`src/rtl/map_compositor.sv`:
```
// map_compositor: selects one of NUM_ROOMS room pixel streams by matching
// (mapX, mapY) against a per-room coordinate table. Room switches are
// latched only on the VBlank rising edge and may be followed by FADE_FRAMES
// black frames. The pixel path is PIPE_STAGES registers deep.
//
// Optional build macro: MAP_COMPOSITOR_TESTPAT_EN
//   Adds the testPattern input. When it is high, the room colour is replaced
//   by three horizontal colour bands, and fade and room validity are ignored.
module map_compositor #(
    parameter int NUM_ROOMS   = 8,
    parameter int COLOR_W     = 8,
    parameter int COORD_W     = 4,
    parameter int PIPE_STAGES = 1,
    parameter int FADE_FRAMES = 2
) (
    input  logic                           clk_vga,
    input  logic                           reset,
    input  logic [9:0]                     CurrentX,
    input  logic [8:0]                     CurrentY,
    input  logic                           HBlank,
    input  logic                           VBlank,
    input  logic [COORD_W-1:0]             mapX,
    input  logic [COORD_W-1:0]             mapY,
    input  logic [NUM_ROOMS*COLOR_W-1:0]   roomData,
    input  logic [NUM_ROOMS*2*COORD_W-1:0] roomCoord,
`ifdef MAP_COMPOSITOR_TESTPAT_EN
    input  logic                           testPattern,
`endif
    output logic [COLOR_W-1:0]             mapData,
    output logic [3:0]                     roomIndex,
    output logic                           roomValid,
    output logic                           roomChanged
);

    typedef enum logic {
        SHOW = 1'b0,
        FADE = 1'b1
    } state_t;

    state_t      state;
    logic [3:0]  fade_cnt;
    logic [3:0]  fade_next;
    logic        vblank_d;
    logic        vsync_edge;
    logic        room_change;

    logic        hit;
    logic [3:0]  idx;

    logic [COLOR_W-1:0]     room_pix;
    logic [COLOR_W-1:0]     s1_color;
    logic                   s1_kill;
    logic [COLOR_W-1:0]     color_pipe [PIPE_STAGES];
    logic [PIPE_STAGES-1:0] kill_pipe;

    // Coordinate lookup: scan from the top so the lowest matching index wins.
    always_comb begin
        // NOTE: every output of a combinational block gets a default first,
        // otherwise a path that skips the assignment infers a latch.
        hit = 1'b0;
        idx = 4'd0;
        for (int i = NUM_ROOMS - 1; i >= 0; i--) begin
            if (roomCoord[i*2*COORD_W +: 2*COORD_W] == {mapY, mapX}) begin
                hit = 1'b1;
                idx = 4'(i);
            end
        end
    end

    assign vsync_edge  = VBlank & ~vblank_d;
    assign room_change = vsync_edge && ({hit, idx} != {roomValid, roomIndex});
    assign fade_next   = fade_cnt + 4'd1;

    // Frame-boundary room latch and SHOW/FADE sequencing.
    always_ff @(posedge clk_vga) begin
        if (reset) begin
            state       <= SHOW;
            fade_cnt    <= 4'd0;
            vblank_d    <= 1'b0;
            roomIndex   <= 4'd0;
            roomValid   <= 1'b0;
            roomChanged <= 1'b0;
        end else begin
            // NOTE: non-blocking assignments so every register here samples
            // the pre-edge values of its neighbours, independent of order.
            vblank_d    <= VBlank;
            roomChanged <= room_change;
            if (room_change) begin
                roomValid <= hit;
                roomIndex <= idx;
                if (FADE_FRAMES > 0) begin
                    state    <= FADE;
                    fade_cnt <= 4'd0;
                end
            end else if (vsync_edge && state == FADE) begin
                fade_cnt <= fade_next;
                if (fade_next == 4'(FADE_FRAMES)) begin
                    state <= SHOW;
                end
            end
        end
    end

    // Active room colour mux; indices outside the table select nothing.
    always_comb begin
        room_pix = '0;
        for (int i = 0; i < NUM_ROOMS; i++) begin
            if (roomIndex == 4'(i)) begin
                room_pix = roomData[i*COLOR_W +: COLOR_W];
            end
        end
    end

`ifdef MAP_COMPOSITOR_TESTPAT_EN
    logic [COLOR_W-1:0] band_color;
    logic               unused;

    // Three horizontal test bands selected by the current row.
    always_comb begin
        if (CurrentY < 9'd160) begin
            band_color = COLOR_W'(8'hE0);
        end else if (CurrentY < 9'd320) begin
            band_color = COLOR_W'(8'h1C);
        end else begin
            band_color = COLOR_W'(8'h03);
        end
    end

    // Test pattern overrides the room colour; only blanking can blacken it.
    always_comb begin
        s1_color = testPattern ? band_color : room_pix;
        s1_kill  = HBlank | VBlank |
                   (~testPattern & (~roomValid | (state == FADE)));
    end

    assign unused = ^CurrentX;
`else
    logic unused;

    // Stage-1 colour and blackout decision for the normal room path.
    always_comb begin
        s1_color = room_pix;
        s1_kill  = HBlank | VBlank | ~roomValid | (state == FADE);
    end

    assign unused = ^{CurrentX, CurrentY};
`endif

    // Pixel pipeline: stage 1 captures, later stages delay colour and kill.
    always_ff @(posedge clk_vga) begin
        if (reset) begin
            // NOTE: this is a short chain of flops rather than a RAM, so it
            // is reset explicitly to guarantee black output after reset.
            for (int s = 0; s < PIPE_STAGES; s++) begin
                color_pipe[s] <= '0;
            end
            kill_pipe <= '0;
        end else begin
            color_pipe[0] <= s1_color;
            kill_pipe[0]  <= s1_kill;
            for (int s = 1; s < PIPE_STAGES; s++) begin
                color_pipe[s] <= color_pipe[s-1];
                kill_pipe[s]  <= kill_pipe[s-1];
            end
        end
    end

    assign mapData = kill_pipe[PIPE_STAGES-1] ? '0 : color_pipe[PIPE_STAGES-1];

endmodule

```
`config.mk`:
```
export PLATFORM = sky130hd
export DESIGN_NAME = map_compositor
export DESIGN_NICKNAME = d
export VERILOG_FILES = /design/src/rtl/map_compositor.sv
export SDC_FILE = /design/constraint.sdc
export NUM_CORES = 1
export LEC_CHECK = 0
export ABC_AREA = 1
export BUFFER_PORTS_ARGS = -buffer_cell sky130_fd_sc_hd__buf_2
export CAP_MARGIN = 10
export CORE_ASPECT_RATIO = 0.75
export CORE_MARGIN = 5
export CORE_UTILIZATION = 46
export CTS_CLUSTER_DIAMETER = 200
export CTS_CLUSTER_SIZE = 40
export DETAILED_ROUTE_END_ITERATION = 16
export GPL_TIMING_DRIVEN = 0
export PLACE_DENSITY_LB_ADDON = 0.08
export SLEW_MARGIN = 30
export SYNTH_ARGS = -nofsm -noshare
export SYNTH_HDL_FRONTEND = slang
export SYNTH_SLANG_ARGS = --single-unit
```
`constraint.sdc`:
```
create_clock -name clk_vga -period 3.5 [get_ports clk_vga]
set_input_delay 0 -clock clk_vga [delete_from_list [all_inputs] [get_ports clk_vga]]
set_output_delay 0 -clock clk_vga [all_outputs]
set_load 0.05 [all_outputs]
```
# [Word level (Yosys, flattened, before mapping)]
# Memories as Yosys holds them, arrays and structs flattened.
# Cells that the tools add are included.
[totals] romBits=0 reg_bits=13 mem_bits_rw=8 input_bits=159 latch_bits=0 n_memories=1 output_inout_bits=14 elab_cells=73
[mem_list] name="color_pipe" words=1 word_bits=8 read_ports=1 rd_clocked_by_memory_dff=0 write_ports=1 line_no="53" rtl="logic [COLOR_W-1:0] color_pipe [PIPE_STAGES];"
[classes] n_lt_le_gt_ge=0 n_addsub=1 n_shift=0 div_mod_pow=0 n_mux=33 n_eq_ne=17 multipliers=0 reduce_logical=8 bitwise=6
[ops] cell="2-to-1 mux 8 bit" count=10
[ops] cell="equality test 8 bit" count=8
[ops] cell="2-to-1 mux 4 bit" count=6
[ops] cell="equality test 4 x 3 -> 1 bit, second input constant" count=4
[ops] cell="2-to-1 mux 1 bit" count=15
[ops] cell="equality test 4 x 2 -> 1 bit, second input constant" count=3
[ops] cell="OR reduction 8 bit" count=1
[ops] cell="2-to-1 mux 3 bit" count=2
[ops] cell="inequality test 5 bit" count=1
[ops] cell="adder 4 x 1 -> 4 bit, second input constant" count=1
[ops] cell="equality test 4 x 1 -> 1 bit, second input constant" count=1
[ops] cell="zero test 4 bit" count=1
[ops] cell="nonzero test 2 bit" count=2
[ops] cell="bitwise OR 1 bit" count=3
[ops] cell="logical AND 1 bit" count=2
[ops] cell="NOT 1 bit" count=2
[ops] cell="AND reduction 2 bit" count=1
[ops] cell="OR reduction 2 bit" count=1
[ops] cell="AND 1 bit" count=1

# [Longest topological paths before layout]
# Gate-level depths: netlist of the first run.
[logic_depth] word_depth=13 depth_mapped=20 mapped_depth_nobuf=19

# [Worst setup path after synthesis of the first run]
# No wires, ideal clock.
[synth_path] kind="register -> register" start="reg roomIndex[0]" end="mem color_pipe[0][0]" slack_ns=1.659 setup_ns=0.117 n_path_buf=2 required_ns=3.383 path_stages_with_launch=6 synth_period_minus_slack_ns=1.841 arrival_time_ns=1.724 cell_sequence="dfxtp_1 -> buf_2 -> clkbuf_1 -> nand3_1 -> o211ai_1 -> inv_1"
[synth_between] elab_chain_cells=10 word_cells_on_any_way=17 classes_between="7 x eq/ne; 9 x mux; 1 x reduce/logical"
[synth_rtl] item="start, declared" line_no="30" rtl="output logic [3:0] roomIndex,"
[synth_rtl] item="start signal, assigned" line_no="90" rtl="roomIndex <= idx;"
[synth_rtl] item="zero test 4 bit" line_no="108" rtl="if (roomIndex == 4'(i)) begin"
[synth_rtl] item="2-to-1 mux 8 bit (7 in series)" line_no="108"
[synth_rtl] item="2-to-1 mux 8 bit *" line_no="108"
[synth_rtl] item="2-to-1 mux 8 bit (no source line) *"
[synth_rtl] item="end, declared" line_no="53"
# Mark *: on every way between the ends. The rest lies on a longest branch, timed or not.

# [Final worst setup path of the first run]
[layout_path] start="reg roomIndex[0]" end="mem color_pipe[0][7]"
# The elaborated chain is that of the path after synthesis.

==> metrics.csv, run 1 <==
stage;metric;value;unit
detailed_routing;dr.pass1.iters;4;
pwr;cellPowerDensity;220;nW/um^2
final_layout;final_area;3570;sq um
status;outcome;completed;
detailed_routing;totalWireLength;8.74;mm
final_layout;final_common_cell;buf_2;
detailed_routing;drc;0;
synth;synth_cells;449;
sta;finalCritPeriodShare;53.0;%
pwr;vdd_drop_max;0.000213;V
synth;synth_top_area_share;20.3;%
clocking;cts_buffers;3;
die;die_y;74.7;microns
placed_design;place.gp.congestion;0.872;
die;fp.dieW;96.3;microns
setup_path;start_kind;register;
detailed_routing;wl_per_cell;12.8;microns
clocking;cts.clk_slew.worst_paths;0.08;ns
setup_path;r2r-start;roomIndex[0]$_SDFFE_PP0P_;
sta;fmax;539;MHz
sta;skew;0.00662;ns
clocking;htreeDepth;1;
synth;ys_types;32;
synth;ys_seq_area_share;15.6;%
detailed_routing;vias;3336;
final_layout;n_antenna_cell;0;
final_layout;seqCellArea;400;sq um
final_layout;multiInputGateArea;1700;sq um
synth;ys_warn_count;0;
synth;syn_area;2570;sq um
final_layout;finalNetCount;771;
placed_design;place_inst;669;
sta;tns;0;ns
synth;synth_compound_area_share;10.2;%
setup_path;end_kind;register;
grt;grt_max_degree;13;
worst_hold_path;hold_depth;3;
clocking;root_buffer;clkbuf_8;
clocking;cts_tree;built;
synth;synthAdderAreaFrac;0.975;%
worst_hold_path;hold_class;in -> reg;
final_layout;final_cell_mix;buf_2, nand2_1, inv_1;
setup_path;r2r_setup_slack;1.64;ns
worst_hold_path;worstHoldStart;roomData[63];
sta;maxSlewHeadroom;44.5;%
run;max-cap-violations;0;
sta;drv_slew;0;
sta;setup_violations;0;
placed_design;port_buffers;145;
worst_hold_path;min_to;color_pipe[0][7]$_SDFF_PP0_;
synth;yosysTopAreaCell;nand2_1;
die;initial_core_util;47.7;%
detailed_routing;initialDrtViolationCount;165;
final_layout;layout.cells.non_filler;684;
placed_design;hpwl;7.35;mm
synth;synth_xor_area_share;12.3;%
synth;synth_fp_nets;610;
detailed_routing;antenna_left;0;
die;dieArea;7190;sq um
final_layout;drive_above_1_share;30.0;%
setup_path;r2r_cells;5;
placed_design;dpl_cell_area;3390;sq um
grt;grt_first_pass_wirelength;13.5;mm
die;fp.coreArea;5380;sq um
grt;first_global_vias;3020;
grt;antenna_found_initial;0;
setup_path;required;3.65;ns
synth;synthMuxAreaShare;0.780;%
clocking;clk_path_buf_depth;2;
pwr;p_leak;0.00206;uW
synth;syn_avg_cell_area;5.72;sq um
setup_path;cp.arrival;2.01;ns
synth;synth.area.top_cells;nand2_1, dfxtp_1, inv_1;
sta;worstMarginPinSlew;0.827;ns
grt;grt_use_total;23.6;%
synth;synth_top_family_by_area;simple AND/OR/NAND/NOR gates;
setup_path;critPathMaxFanout;10;
clocking;hold_buffers;11;
sta;rsz0062_at_grt;no;
clocking;cts_resized;0;
clocking;clkLatencyLatePin;0.26;ns
die;rows;23;
detailed_routing;viasPerCell;4.88;
synth;synth_simple_gate_area_share;41.8;%
sta;min_period;1.86;ns
final_layout;fill_cells;535;
synth;synth_seq_cells;20;
setup_path;crit_type;reg -> reg;
final_layout;layout-area-overhead-vs-synth;39.0;%
clocking;cts_sinks;20;
grt;overflow;0;
sta;hold_viol_final;0;
clocking;post_cts_buffers;0;
die;ios;173;
sta;whs;0.0119;ns
setup_path;reg2reg_to;color_pipe[0][7]$_SDFF_PP0_;
cell usage after synthesis:
master	instances
inv_1	76
nand2_4	2
o21ai_1	2
xor2_1	4
and3_1	1
mux2i_1	2
xnor2_1	32
o211ai_1	15
nor2_2	5
buf_6	8
nor2_4	1
inv_2	3
ha_1	2
o221ai_1	7
o21ai_2	2
buf_2	3
nand2_1	139
buf_4	1
nor2_1	39
clkbuf_1	8
dfxtp_1	20
a21oi_1	8
o21ai_0	4
nand2_2	5
nand3b_1	1
inv_4	4
nor3_1	2
clkinv_1	1
nor4_1	1
nand3_1	27
nand4_1	23
conb_1	1
report_power, final:
part / internal (uW) / switching, uW
clock: 153 / 83.4
sequential: 237 / 3.66
combinational: 146 / 162
total: 536 / 249
metrics by stage:
stage               power, uW  setup WS, ns  utilization, %
finish                    785          1.64            66.3
CTS                       786          1.66            66.3
global route              838          1.42            66.3
detailed placement        543          1.67            62.9
floorplan                 425          1.66               -
global placement          537          1.74            62.9
sequential cells by signal (all words and copies together) (netlist names):
register     count
roomValid        1
roomIndex        3
roomChanged      1
color_pipe       8
state            1
kill_pipe        1
fade_cnt         4
vblank_d         1
worst max-delay path by stage:
stage | start | endpoint | slack, ns
after floorplan | roomIndex[0]$_SDFFE_PP0P_ | color_pipe[0][0]$_SDFF_PP0_ | 1.66
after global placement | roomIndex[0]$_SDFFE_PP0P_ | color_pipe[0][6]$_SDFF_PP0_ | 1.74
after detailed placement | roomIndex[0]$_SDFFE_PP0P_ | color_pipe[0][7]$_SDFF_PP0_ | 1.67
after CTS | roomIndex[0]$_SDFFE_PP0P_ | color_pipe[0][7]$_SDFF_PP0_ | 1.66
after global routing | roomIndex[0]$_SDFFE_PP0P_ | color_pipe[0][4]$_SDFF_PP0_ | 1.42
final | roomIndex[0]$_SDFFE_PP0P_ | color_pipe[0][7]$_SDFF_PP0_ | 1.64
cells by family (layout without fill, tap and decap cells):
group                      after synthesis  after routing
muxes                                    2              2
xor gates and xnor gates                36             36
buffers and inverters                  104            264
and+or+nand+nor                        246            246
other                                    1              1
adders and majority gates                2              2
DFF                                     20             20
AOI/OAI and AO/OA                       38             38
layout make-up:
type	instances	area share (%)
Buffer	20	4.00
Inverter	84	9.12
Multi-Input combinational cell	325	47.6
Clock buffer	3	1.16
Sequential cell	20	11.2
Clock inverter	1	0.842
Tap cell	75	2.63
Timing Repair Buffer	156	23.4
per-layer routing:
metal  up-vias  GRT usage, %  part of all wire (%)  wire, microns
met5         -             0                     0              0
met4         0          4.26                   1.8            158
met3        20          4.60                    11            929
met2       151          40.9                    46           3990
met1      1443          30.9                    42           3660
li1       1722             -                     -              -
worst max-delay path, stage by stage, from the launching register on:
cell      delay [ns]
dfxtp_1         0.40
buf_2           0.25
clkbuf_1        0.37
nand3_1         0.37
o211ai_1        0.30
inv_1           0.06
Note: power is estimated with default switching activity, not from simulation.
==> inputs of run 2 (changes only) <==
--- a/config.mk
+++ b/config.mk
@@ -10,7 +10,7 @@
 export CAP_MARGIN = 10
 export CORE_ASPECT_RATIO = 0.75
 export CORE_MARGIN = 5
-export CORE_UTILIZATION = 46
+export CORE_UTILIZATION = 39
 export CTS_CLUSTER_DIAMETER = 200
 export CTS_CLUSTER_SIZE = 40
 export DETAILED_ROUTE_END_ITERATION = 16
==> constraint.sdc (replaced) <==
create_clock -name clk_vga -period 1.55 [get_ports clk_vga]
set_input_delay 0 -clock clk_vga [delete_from_list [all_inputs] [get_ports clk_vga]]
set_output_delay 0 -clock clk_vga [all_outputs]
set_load 0.05 [all_outputs]
==> metrics.csv, run 2 (synthesis results as in run 1) <==
stage;metric;value;unit
status;outcome;completed;
setup_path;crit_path_start;roomIndex[1]$_SDFFE_PP0P_;
setup_path;max_stage_delay;0.41;ns
detailed_routing;viasPerCell;4.76;
setup_path;r2r_setup_slack;0.05;ns
worst_hold_path;hold_class;in -> reg;
setup_path;cp.arrival;1.66;ns
setup_path;slowest_stage;dfxtp_2;
grt;grt_max_degree;13;
final_layout;layout-area-overhead-vs-synth;45.8;%
setup_path;critPathMaxFanout;10;
sta;tns;0;ns
setup_path;required;1.71;ns
setup_path;r2r_cells;9;
grt;grt.busiest_layer;met2;
clocking;cts_buffers;3;
setup_path;r2r-start;roomIndex[1]$_SDFFE_PP0P_;
grt;use_met3;4.90;%
setup_path;worstPathCellList;inv_2 -> clkbuf_4 -> nand4_1 -> nand3_1 -> o21ai_0 -> and3_1 -> nand4_1 -> o211ai_1 -> inv_1;
clocking;htreeDepth;1;
clocking;cts.clk_slew.worst_paths;0.08;ns
clocking;cts_tree;built;
sta;maxSlewHeadroom;65.6;%
worst_hold_path;worstHoldStart;roomData[62];
sta;hold_viol_final;0;
grt;antenna_found_initial;0;
run;max-cap-violations;0;
die;initial_core_util;40.4;%
pwr;p_int;1210;uW
sta;worstMarginPinSlew;0.516;ns
detailed_routing;vias;3315;
clocking;clk_path_buf_depth;2;
setup_path;cpLargestDelayFamily;simple AND/OR/NAND/NOR gates;
sta;fmax;665;MHz
pwr;p_leak;0.00212;uW
pwr;cellPowerDensity;477;nW/um^2
pwr;seqPwrFrac;30.5;%
final_layout;final_cell_mix;buf_2, nand2_1, inv_1;
placed_design;pre_cts_ws;-0.293;ns
pwr;switching_share;31.9;%
sta;worst_slack;0.0472;ns
grt;use_met1;27.5;%
detailed_routing;antenna_left;0;
sta;min_period;1.50;ns
sta;finalCritPeriodShare;97.0;%
placed_design;place_inst;675;
grt;overflow;0;
die;fp.coreArea;6350;sq um
final_layout;n_antenna_cell;0;
die;die_y;80.3;microns
final_layout;largest_reg_flops;8;
detailed_routing;totalWireLength;9.14;mm
setup_path;path_buf_inv;3;
worst_hold_path;min_to;color_pipe[0][6]$_SDFF_PP0_;
detailed_routing;drc;0;
die;fp.dieW;104;microns
setup_path;reg2reg_to;color_pipe[0][4]$_SDFF_PP0_;
die;ios;173;
setup_path;start_kind;register;
detailed_routing;wl_per_cell;13.1;microns
worst_hold_path;hold_depth;3;
pwr;p_sw;570;uW
setup_path;cpMostUsedCell;nand4_1;
grt;first_global_vias;3048;
grt;gr-usage-met2;34.0;%
setup_path;crit_type;reg -> reg;
detailed_routing;initialDrtViolationCount;164;
final_layout;final_common_cell;buf_2;
clocking;clkLatencyLatePin;0.27;ns
pwr;power;1780;uW
placed_design;hpwl;7.59;mm
clocking;root_buffer;clkbuf_8;
setup_path;end_kind;register;
grt;grt_use_total;20.4;%
final_layout;reg_top3;color_pipe x8, fade_cnt x4, roomIndex x3;
grt;grt_first_pass_wirelength;14.1;mm
die;dieArea;8320;sq um
detailed_routing;dr.pass1.iters;4;
final_layout;layout.cells.non_filler;696;
pwr;combPwrFrac;39.8;%
sta;setup_violations;0;
placed_design;port_buffers;145;
clocking;cts_sinks;20;
final_layout;finalNetCount;777;
pwr;pwr-share-clk;29.7;%
sta;skew;0.00367;ns
final_layout;drive_above_1_share;34.6;%
final_layout;top_register;color_pipe;
sta;drv_slew;0;
die;rows;25;
pwr;vdd_drop_max;0.000386;V
placed_design;place.gp.congestion;0.869;
## run 2: changes by cell type in the layout (fill, tap and decap cells not counted), sizes merged
| cell | change |
|---|---|
| buf | +6 |
## run 2: stage by stage
step | hold WS [ns] | util (%) | area [sq um]
final | 0.00922 | 59.0 | 3740
after global routing | 0.0149 | 59.0 | 3740
after CTS | 0.000499 | 56.9 | 3620
after detailed placement | 0.228 | 53.7 | 3410
after global placement | 0.223 | 53.7 | 3410
after floorplan | 0.0691 | - | 2580
## run 2: area by class of cell
cell class	count	area, sq um
repair buffers	163	888
well taps	81	101
flip-flops and latches	20	407
fillers	645	2610
inverters	84	325
clock buffers	3	41.3
clock inverters	1	30.0
multi-input cells	325	1790
plain buffers	19	159
## run 2: worst max-delay path by stage
stage                             endpoint  slack, ns  cells past startpoint
3_5_place_dp   color_pipe[0][5]$_SDFF_PP0_      -0.29                      8
3_3_place_gp   color_pipe[0][5]$_SDFF_PP0_      -0.27                      8
6_report       color_pipe[0][4]$_SDFF_PP0_       0.05                      9
5_1_grt        color_pipe[0][4]$_SDFF_PP0_      -0.04                      7
4_1_cts        color_pipe[0][5]$_SDFF_PP0_      0.003                      8
2_1_floorplan  color_pipe[0][4]$_SDFF_PP0_       0.01                      9
## run 2: power by group through the flow
stage / registers, uW / logic (uW) / clock network (uW)
final: 544 / 711 / 529
after global routing: 548 / 788 / 566
after CTS: 544 / 699 / 544
after detailed placement: 555 / 673 / 0
after global placement: 555 / 665 / 0
after floorplan: 559 / 399 / 0
## run 2: tightest hold or removal path: cells and delay by family
| kind | cells | cell delay, ns |
|---|---|---|
| buf+inv | 2 | 0.14 |
| compound gates | 1 | 0.11 |
## run 2: what timing repair did
| action | CTS | global route |
|---|---|---|
| gates cloned | 0 | 0 |
| hold endpoints to repair | 11 | 0 |
| hold buffers | 11 | 0 |
| endpoints found under the setup margin | 12 | 16 |
| gates resized for setup | 10 | 21 |
| buffers inserted | 0 | 7 |
| pin swaps | 0 | 5 |
## run 2: layer usage
metal / wire length [microns] / share of wire (%)
met1: 4190 / 46
met2: 4060 / 44
met3: 819 / 9.0
met4: 73 / 0.80
met5: 0 / 0
